--- config.mk ---
export PLATFORM = sky130hd
export DESIGN_NAME = mem_port_arbiter
export DESIGN_NICKNAME = d
export VERILOG_FILES = /design/src/rtl/mem_port_arbiter_pkg.sv /design/src/rtl/mem_port_arbiter_pick.sv /design/src/rtl/mem_port_arbiter.sv
export SDC_FILE = /design/constraint.sdc
export NUM_CORES = 1
export LEC_CHECK = 0
export ABC_AREA = 0
export CAP_MARGIN = 20
export CORE_AREA = 2 2 108 110
export CTS_CLUSTER_DIAMETER = 60
export DETAILED_ROUTE_END_ITERATION = 10
export DIE_AREA = 0 0 110 112
export GPL_ROUTABILITY_DRIVEN = 0
export PLACE_DENSITY = 0.73
export SLEW_MARGIN = 40
export SYNTH_ARGS = -nofsm -noshare
export SYNTH_HDL_FRONTEND = slang
export SYNTH_SLANG_ARGS = --single-unit
--- constraint.sdc ---
create_clock -name clk -period 2.65 [get_ports clk]
set_clock_uncertainty 0.15 [all_clocks]
set_input_delay 0.53 -clock clk [delete_from_list [all_inputs] [get_ports clk]]
set_output_delay 0.53 -clock clk [all_outputs]
set_load 0.02 [all_outputs]
--- src/rtl/mem_port_arbiter_pkg.sv ---
// Shared types for the unified memory port arbiter: FSM states, transaction
// owner encoding and a small helper for sizing counters.
package mem_arb_pkg;

    typedef enum logic {ARB_IDLE, ARB_WAIT} arb_state_t;

    typedef enum logic [1:0] {OWN_NONE, OWN_IF, OWN_D} arb_owner_t;

    // Bits needed to hold values 0..lim inclusive (never less than one bit).
    function automatic int cnt_width(input int lim);
        return (lim < 1) ? 1 : $clog2(lim + 1);
    endfunction

endpackage

--- src/rtl/mem_port_arbiter_pick.sv ---
// Requester selection for the shared memory port. Load/store normally wins;
// after STARVE_LIM back-to-back D grants over a waiting IF, IF is forced.
module arb_pick
    import mem_arb_pkg::*;
#(
    parameter int STARVE_LIM = 2
) (
    input  logic       clk,
    input  logic       reset,
    input  logic       if_req,
    input  logic       d_req,
    input  logic       grant,
    output arb_owner_t pick
);

    localparam int CW = cnt_width(STARVE_LIM);
    localparam logic [CW-1:0] LIM = CW'(STARVE_LIM);

    logic [CW-1:0] starve_cnt;

    // Choose the requester to present to memory this cycle.
    always_comb begin
        pick = OWN_NONE;
        if (if_req && (!d_req || starve_cnt == LIM)) begin
            pick = OWN_IF;
        end else if (d_req) begin
            pick = OWN_D;
        end
    end

    // Count D wins while IF is waiting; an IF grant clears the debt.
    always_ff @(posedge clk) begin
        if (reset) begin
            starve_cnt <= '0;
        end else if (grant) begin
            if (pick == OWN_IF) begin
                starve_cnt <= '0;
            end else if (pick == OWN_D && if_req && starve_cnt != LIM) begin
                starve_cnt <= starve_cnt + 1'b1;
            end
        end
    end

endmodule

--- src/rtl/mem_port_arbiter.sv ---
// Shares one memory port between instruction fetch and load/store. One
// transaction outstanding; the response is routed to its owner, and a
// watchdog completes the transaction with an error if memory stays silent.
module mem_port_arbiter
    import mem_arb_pkg::*;
#(
    parameter int ADDR_W     = 32,
    parameter int DATA_W     = 32,
    parameter int STARVE_LIM = 2,
    parameter int TIMEOUT    = 16
) (
    input  logic                clk,
    input  logic                reset,
    input  logic                if_req,
    input  logic [ADDR_W-1:0]   if_addr,
    output logic                if_gnt,
    output logic                if_rvalid,
    output logic [DATA_W-1:0]   if_rdata,
    input  logic                d_req,
    input  logic                d_we,
    input  logic [ADDR_W-1:0]   d_addr,
    input  logic [DATA_W-1:0]   d_wdata,
    input  logic [DATA_W/8-1:0] d_be,
    output logic                d_gnt,
    output logic                d_rvalid,
    output logic [DATA_W-1:0]   d_rdata,
    output logic                err,
    output logic                m_req,
    output logic                m_we,
    output logic [ADDR_W-1:0]   m_addr,
    output logic [DATA_W-1:0]   m_wdata,
    output logic [DATA_W/8-1:0] m_be,
    input  logic                m_ready,
    input  logic                m_rvalid,
    input  logic [DATA_W-1:0]   m_rdata
);

    localparam int BE_W = DATA_W / 8;
    localparam int WD_W = (TIMEOUT < 2) ? 1 : $clog2(TIMEOUT);
    localparam logic [WD_W-1:0] WD_LAST = WD_W'(TIMEOUT - 1);

    arb_state_t  state;
    arb_state_t  state_next;
    arb_owner_t  owner;
    logic        owner_we;
    logic [WD_W-1:0] wd_cnt;

    arb_owner_t  pick;
    arb_owner_t  sel;
    logic        grant;
    logic        timeout;
    logic        done;

    arb_pick #(
        .STARVE_LIM (STARVE_LIM)
    ) u_pick (
        .clk    (clk),
        .reset  (reset),
        .if_req (if_req),
        .d_req  (d_req),
        .grant  (grant),
        .pick   (pick)
    );

    // Next state, memory issue and grants; reset silences every output.
    always_comb begin
        state_next = state;
        sel        = OWN_NONE;
        m_req      = 1'b0;
        m_we       = 1'b0;
        m_addr     = '0;
        m_wdata    = '0;
        m_be       = '0;
        grant      = 1'b0;
        if_gnt     = 1'b0;
        d_gnt      = 1'b0;
        timeout    = 1'b0;
        done       = 1'b0;
        case (state)
            ARB_IDLE: begin
                if (!reset) begin
                    sel = pick;
                end
                case (sel)
                    OWN_IF: begin
                        m_req  = 1'b1;
                        m_addr = if_addr;
                        m_be   = {BE_W{1'b1}};
                    end
                    OWN_D: begin
                        m_req   = 1'b1;
                        m_we    = d_we;
                        m_addr  = d_addr;
                        m_wdata = d_wdata;
                        m_be    = d_be;
                    end
                    default: begin
                    end
                endcase
                grant  = m_req && m_ready;
                if_gnt = grant && (sel == OWN_IF);
                d_gnt  = grant && (sel == OWN_D);
                if (grant) begin
                    state_next = ARB_WAIT;
                end
            end
            ARB_WAIT: begin
                if (!reset) begin
                    timeout = (wd_cnt == WD_LAST);
                    done    = m_rvalid || timeout;
                end
                if (done) begin
                    state_next = ARB_IDLE;
                end
            end
            default: state_next = ARB_IDLE;
        endcase
    end

    // Route the completion (real or watchdog) back to the owning requester.
    always_comb begin
        if_rvalid = 1'b0;
        if_rdata  = '0;
        d_rvalid  = 1'b0;
        d_rdata   = '0;
        err       = 1'b0;
        if (done) begin
            err = !m_rvalid;
            if (owner == OWN_IF) begin
                if_rvalid = 1'b1;
                if_rdata  = m_rvalid ? m_rdata : '0;
            end else if (owner == OWN_D) begin
                d_rvalid = 1'b1;
                d_rdata  = (m_rvalid && !owner_we) ? m_rdata : '0;
            end
        end
    end

    // State, owner and watchdog registers.
    always_ff @(posedge clk) begin
        if (reset) begin
            state    <= ARB_IDLE;
            owner    <= OWN_NONE;
            owner_we <= 1'b0;
            wd_cnt   <= '0;
        end else begin
            state <= state_next;
            if (grant) begin
                owner    <= sel;
                owner_we <= (sel == OWN_D) && d_we;
                wd_cnt   <= '0;
            end else if (state == ARB_WAIT) begin
                if (done) begin
                    owner    <= OWN_NONE;
                    owner_we <= 1'b0;
                    wd_cnt   <= '0;
                end else begin
                    wd_cnt <= wd_cnt + 1'b1;
                end
            end
        end
    end

    // Protocol invariants: exclusive grants, grants only from IDLE, one outstanding.
    always_ff @(posedge clk) begin
        if (!reset) begin
            assert (!(if_gnt && d_gnt));
            assert (state == ARB_IDLE || !(if_gnt || d_gnt));
            assert (!(state == ARB_WAIT && m_req));
            assert (!(state == ARB_WAIT && owner == OWN_NONE));
        end
    end

endmodule
-- After elaboration in Yosys (flattened, before gate mapping)
Cells that the tools add are included.
- add/subtract/negate cells: 2
- equal/unequal tests: 10
- multiplexer cells: 47
- bitwise logic cells: 1
- reductions and logical operators: 20
- operator list (operator ; count):
    two-way mux 32 bit ; 10
    case mux 32 bit (2 select lines) ; 1
    two-way mux 1 bit ; 22
    two-way mux 2 bit ; 10
    equality test 2 bit (second input constant) ; 5
    logical AND 1 bit ; 8
    two-way mux 4 bit ; 2
    case mux 4 bit (2 select lines) ; 1
    equality test 2 x 1 -> 1 bit (second input constant) ; 3
    nonzero test 2 bit ; 3
    adder 4 x 1 -> 4 bit (second input constant) ; 1
    equality test 4 bit (second input constant) ; 1
    AND reduction 2 bit ; 2
    OR reduction 2 bit ; 2
    zero test 1 bit ; 3
    adder 2 x 1 -> 2 bit (second input constant) ; 1
    logical OR 1 bit ; 2
    != test 2 bit (second input constant) ; 1
    case mux 1 bit (2 select lines) ; 1
    NOT 1 bit ; 1
- register bits after elaboration: 10
- bits of input ports: 139
- output and inout port bits: 139
- logic and storage cells: 85

-- Longest topological paths before layout
- word-level depth: 14
- gate-level depth with buffers: 10

-- Modules after synthesis
Synthesis repeated with hierarchy kept, for this count alone.
- cell total of the unflattened synthesis: 266
- area, all modules: 1778.0 um^2
- modules (own cells, without submodules) (module ; instances ; cells an instance ; area an instance (um^2)):
    mem_port_arbiter ; 1 ; 252 ; 1644.1
    arb_pick ; 1 ; 14 ; 133.9

-- Worst setup path after synthesis
No wires, ideal clock.
- path kind: register to output
- start: register u_pick.starve_cnt[0]
- end: output port m_addr[10]
- data arrival time: 2.064 ns
- required time: 1.970 ns
- setup slack: -0.094 ns
- stages on the path, launching flop included: 11
- path buffers: 2
- cell sequence: dfxtp_1 -> inv_1 -> ha_1 -> nand2b_1 -> nand3b_1 -> inv_1 -> ha_1 -> or2_2 -> buf_2 -> buf_2 -> nor2_1
- cells in the longest elaborated chain, start to end: 9
- elaborated cells between the ends (all ways): 10
- classes of those cells: 3 x eq/ne; 5 x mux; 2 x reduce/logical
- ends and longest elaborated chain (what ; RTL line ; text):
    start: declaration ; mem_port_arbiter_pick.sv:19 ; logic [CW-1:0] starve_cnt;
    start signal: assignment ; mem_port_arbiter_pick.sv:39 ; starve_cnt <= starve_cnt + 1'b1;
    equality test 2 bit (*) ; mem_port_arbiter_pick.sv:24 ; if (if_req && (!d_req || starve_cnt == LIM)) begin
    logical OR 1 bit (*) ; mem_port_arbiter_pick.sv:24 ;
    logical AND 1 bit (*) ; mem_port_arbiter_pick.sv:24 ;
    two-way mux 2 bit (*) ; mem_port_arbiter_pick.sv:24 ;
    two-way mux 2 bit (*) ; mem_port_arbiter.sv:81 ; if (!reset) begin
    two-way mux 2 bit (*) ; mem_port_arbiter.sv:79 ; case (state)
    equality test 2 bit or equality test 2 x 1 -> 1 bit (tied branches) ; mem_port_arbiter.sv:84 ; case (sel)
    case mux 32 bit (2 select lines) (*) ; mem_port_arbiter.sv:84 ;
    two-way mux 32 bit (*) ; mem_port_arbiter.sv:79 ;
    end: declaration ; mem_port_arbiter.sv:30 ; output logic [ADDR_W-1:0] m_addr,
Every way passes the cells marked *; elsewhere a longest branch is shown, timed or not. The select of a mux whose other input is x is not followed.

-- Worst setup path in the final report
- start: register u_pick.starve_cnt[0]
- end: output port m_addr[31]
Same word-level chain as after synthesis.

==> qor.txt <==
residual DRC count - 0
largest net degree at the start of global routing - 36
global-route wire length before repair - 17.2 mm
Core Util, Final - 0.508
drt wl/cell - 16.7 µm
worst r2r src - u_pick.starve_cnt[0]
crit-path max cell delay - 0.32 ns
Hold WC Path Type - flip-flop to flip-flop
Setup CP Type - flip-flop to primary output
vias - 3163
min Tclk post-route - 2.77 ns
cells along the critical path - inv_2 -> ha_4 -> nand2b_4 -> nand3b_1 -> inv_2 -> ha_4 -> or2_4 -> buf_12 -> buf_12 -> nor2_4 -> buf_6
dpl ws - -1.03 ns
Congestion Overflow GR - 0
Post-synth EDFFs - 0
final count of pins violating max slew - 0
status - finished with violations
worst endpoint required time - 1.97 ns
Setup-failing EPs final - 53
vias per cell - 4.48
Placed Cells - 681
Max stage delay cell, worst path - dfxtp_2
Max FO, Critical Path - 6
antenna diode count - 0
# IOs - 278
CTS sink count - 10
Max-slew headroom - 0.778
Post-Syn Area - 1770 µm²
VDD IR-drop max - 0.178 mV
initial antenna violation count - 0
max_cap viols - 0
layout cell share with drive strength beyond 1 - 0.444
Initial DRT Pass Iterations - 4
failing checks - setup timing
Final Hold Viols - 0
die height - 112 µm
clock root buffer - clkbuf_16
Synth cell types - 35
yosys warns - 0
clk buf depth - 2
DP HPWL - 9.03 mm
sequential area share after synthesis - 0.113
Worst Setup EP - m_addr[31]
FF-to-FF path depth - 10
worst hold stages - 2
most frequent cells in the layout - clkdlybuf4s50_1 (134), buf_4 (67), buf_6 (61), and2_1 (57), nor2_4 (36)
routed wire length - 11.8 mm
Die Width - 110 µm
vias in the first global route - 3321
Layout Cells excl Fill - 706
final worst-path cycle share - 1.04
Worst EP arrival - 2.09 ns
CTS tree - done
most common cell after layout, fill and taps aside - clkdlybuf4s50_1
synthesized instance count - 263
Starting DRT DRC Count - 231
PwrDens - 201 nW/µm²
core area - 11200 µm²
Antenna Violating Nets Remaining - 0
Port-buffer cells - 277
H-tree levels - 1
nets - 708
Fin Setup TNS - -3.26 ns
Area Overhead vs Synth - 220%
Main synth FF type - dfxtp_1
Net Count, Synth - 406
Buf+Inv Stages, Crit Path - 5
Avg Inst Size Synth - 6.74 µm²
CTS clk-pin slew, worst paths - 0.04 ns
P_leak - 2.42 nW
CP delay by family, top - simple AND/OR/NAND/NOR gates
Worst Setup Slack, final - -0.115 ns
Worst setup EP type - primary output
critical path launch point - u_pick.starve_cnt[0]
DIE AREA - 12300 µm²
row count - 39
Clk Latency, worst-skew pair - 0.24 ns
Critical Path Stages - 11
critical path startpoint category - flip-flop
r2r setup slk - 0.40 ns
Initial Utilization - 0.159
Worst R2R End - wd_cnt[0]
max frequency - 362 MHz
Yosys reg bits - 10
Worst-Margin Slew - 0.333 ns
All-Layer GR Usage - 0.179
asr flop ratio synth - 0
RSZ-0062 raised after global routing - true
CTS buffer count - 3
## sequential cells by signal, indices dropped and copies added (netlist names)
| name | cells |
|---|---|
| owner | 2 |
| owner_we | 1 |
| state | 1 |
| u_pick.starve_cnt | 2 |
| wd_cnt | 4 |
## worst min-delay path by stage
stage / from / endpoint / slack (ns)
6_report: owner[0] / owner[0] / 0.34
5_1_grt: owner[0] / owner[0] / 0.36
4_1_cts: owner[0] / owner[0] / 0.34
3_5_place_dp: owner[0] / owner[0] / 0.34
3_3_place_gp: owner[0] / owner[0] / 0.32
2_1_floorplan: owner[0] / owner[0] / 0.30
## Yosys cell counts (all sizes together) (3+ instances only)
cell type | n | share of area
a21oi | 8 | 0.023
dfxtp | 10 | 0.11
nor3 | 3 | 0.0085
nor3b | 3 | 0.013
and2 | 67 | 0.24
nor2 | 39 | 0.083
and3 | 32 | 0.12
nand2b | 3 | 0.012
inv | 5 | 0.011
ha | 4 | 0.028
clkbuf | 20 | 0.044
nand2 | 4 | 0.0085
buf | 8 | 0.033
a22oi | 32 | 0.14
## final cells by class
| cell class | instances | area, µm² |
|---|---|---|
| fill | 1040 | 5500 |
| timing repair buffer | 325 | 3340 |
| multi-input combinational | 220 | 1860 |
| sequential | 10 | 201 |
| tap | 143 | 179 |
| clock buffer | 3 | 75.1 |
| inverter | 5 | 21.3 |
## worst reg2reg max path, cell delays in order, from the launching register on
cell	delay, ns
dfxtp_2	0.32
inv_2	0.04
ha_4	0.16
nand2b_4	0.13
nand3b_1	0.11
inv_2	0.06
ha_4	0.29
nor3b_4	0.05
buf_4	0.15
or4b_2	0.61
o31ai_1	0.09
## what timing repair did
item / 4_1_cts / 5_1_grt
setup endpoints to repair: 139 / 119
setup buffers: 11 / 1
hold buffers: 0 / 0
pin swaps: 12 / 6
gates cloned: 10 / 0
resized for setup: 675 / 30
## power by group
part	internal [mW]	leakage (nW)	switching (mW)
Combinational	0.421	2.30	0.295
Clock	0.196	0.0370	0.0695
Sequential	0.155	0.0814	0.00385
Total	0.772	2.42	0.368
## per-stage QoR
stage / area [µm²] / hold slack, ns / power [mW]
2_1_floorplan: 2000 / 0.304 / 0.384
3_3_place_gp: 5090 / 0.325 / 0.741
3_5_place_dp: 5090 / 0.335 / 0.748
4_1_cts: 5590 / 0.343 / 1.13
5_1_grt: 5680 / 0.359 / 1.19
6_report: 5680 / 0.338 / 1.14
## per-layer routing
metal	wire length, µm	vias up	GRT usage
li1	-	1514	-
met1	3990	1431	0.184
met2	6260	195	0.347
met3	1120	23	0.0293
met4	437	0	0.0768
met5	0	-	0
## cells by family after synthesis
kind of cell | Yosys count | synth area share
and+or+nand+nor | 165 | 0.556
DFF | 10 | 0.113
muxes | 2 | 0.0113
buffers and inverters | 33 | 0.0883
AOI/OAI and AO/OA | 48 | 0.198
xor gates and xnor gates | 1 | 0.00494
adders and majority gates | 4 | 0.0282
Note: power is estimated with default switching activity, not from simulation.
==> variant, RTL diff (same flow settings) <==
Set the parameter `TIMEOUT` to 32 (it was 16).
--- a/src/rtl/mem_port_arbiter.sv
+++ b/src/rtl/mem_port_arbiter.sv
@@ -9,3 +9,3 @@
     parameter int STARVE_LIM = 2,
-    parameter int TIMEOUT    = 16
+    parameter int TIMEOUT    = 32
 ) (
Check against the original RTL: no difference found for any inputs over 4 cycles, from zero or initial values and one cycle with reset high; that may be too few to reach the edited logic, so the function may still have changed.
==> variant against the original RTL <==
- the flow still finishes with violations (negative setup slack)
- sequential share of layout area is 0.71 points higher
- area after synthesis is 0.56% lower
- global-route usage is 2.3 points lower
- core utilization is 4.2 points lower
- setup slack worse by 0.015 ns
- synthesized cell count is 0.76% lower
- count of clock-buffer cells in the layout is 1 higher
- routed wire length is 8.1% lower
- non-clock buffer count is 13 lower
- power is 5.3% lower
- sequential cell count is 1 higher
- design area is 8.3% lower
- critical endpoint is now m_addr[15]
==> variant: results <==
export IMPL_outcome="complete, but fails checks"
export IMPL_violations="negative setup slack"
export IMPL_fill_cells=1097
export IMPL_setup_viol=66
export IMPL_grt_pass1_vias=3053
export IMPL_multi_input_area_share=0.358
export IMPL_yosysUniqueCellTypes=34
export IMPL_synth_commonest_cells="and2_1, nor2_1, a22oi_1, dfxtp_1, clkbuf_1"
export IMPL_ant_nets=0
export IMPL_timing_final_ws_setup_ns=-0.130
export IMPL_dieArea_mm2=0.0123
export IMPL_drive_above_1_share=0.467
export IMPL_synth_nets=405
export IMPL_multi_input_cells=221
export IMPL_post_dp_hpwl_um=8470
export IMPL_max_stage_delay_ns=0.37
export IMPL_p_leak_uw=0.00227
export IMPL_synth_avg_cell_area_um2=6.75
export IMPL_place_inst=680
export IMPL_nonClkBufAreaFrac=0.547
export IMPL_grt_pass1_wl_um=15300
export IMPL_pre_cts_ws_ns=-0.979
export IMPL_synth_top_area_share=0.352
export IMPL_vdd_drop_max_uv=232
export IMPL_buffers=312
export IMPL_drtIter0Drc=96
export IMPL_grt_max_degree=33
export IMPL_cts_sinks=11
export IMPL_track_usage=0.156
export IMPL_yosysSeqAreaShare=0.125
export IMPL_htreeDepth=1
export IMPL_tightest_slew_ns=0.331
export IMPL_ys_top_cells_by_area="and2_1, a22oi_1, dfxtp_1"
export IMPL_seqCellArea_um2=221
export IMPL_min_path_type="reg -> reg"
export IMPL_vias_per_cell=4.32
export IMPL_nNetsFinal=698
export IMPL_wl_um=10800
export IMPL_clkCellAreaFrac=0.0151
export IMPL_biggestRegsByFlops="wd_cnt x5, owner x2, u_pick.starve_cnt x2"
export IMPL_nClkBuffers=4
export IMPL_wl_per_cell_um=15.6
export IMPL_slowest_stage="dfxtp_1"
export IMPL_ctsHoldBuffers=0
-- variant: changes by cell type after synthesis, sizes merged, moves of 8 or more --
cell and change:
and2 +32, and3 -30, buf +8, clkbuf -12
-- variant: kinds of logic after synthesis --
kind of cell | count (synthesis) | share of synthesized area
buf+inv | 29 | 0.0881
compound gates | 49 | 0.201
simple gates | 164 | 0.535
mux | 1 | 0.00568
xor+xnor | 2 | 0.00994
flops | 11 | 0.125
fa+ha+maj | 5 | 0.0355
-- variant: layer usage --
metal  wire length [um]  track usage
met4                128       0.0304
met2               6050        0.327
met3                985       0.0240
met1               3680        0.154
met5                  0            0
-- variant: path summary, 6_finish.rpt --
check	slack [ns]	depth (start not counted)	start	to
setup / recovery	-0.13	8	u_pick.starve_cnt[1]$_SDFFE_PP0P_	m_addr[15]
hold / removal	0.31	1	owner_we$_SDFFE_PP0P_	owner_we$_SDFFE_PP0P_
setup reg to reg	0.23	11	u_pick.starve_cnt[1]$_SDFFE_PP0P_	u_pick.starve_cnt[1]$_SDFFE_PP0P_
hold reg to reg	0.31	1	owner_we$_SDFFE_PP0P_	owner_we$_SDFFE_PP0P_
-- variant: what timing repair did --
action,CTS,global route
endpoints found under the setup margin,139,101
endpoints found under the hold margin,0,0
cloned,4,2
pin swaps,17,4
resized for setup,585,89
buffers inserted,8,0
-- variant: stage by stage --
step	hold slack [ns]	instance area [um2]	setup TNS (ns)	util
floorplan	0.285	2080	0	-
global placement	0.302	5090	-111.88	0.456
detailed placement	0.308	5090	-117.65	0.456
CTS	0.318	5430	-4.71	0.486
global route	0.345	5200	-9.33	0.466
finish	0.309	5200	-3.21	0.466
-- variant: report_power, final --
| part | switching (uW) | internal (uW) | total [uW] |
|---|---|---|---|
| sequential | 2.44 | 170 | 172 |
| clock | 66.0 | 201 | 267 |
| combinational | 273 | 367 | 640 |
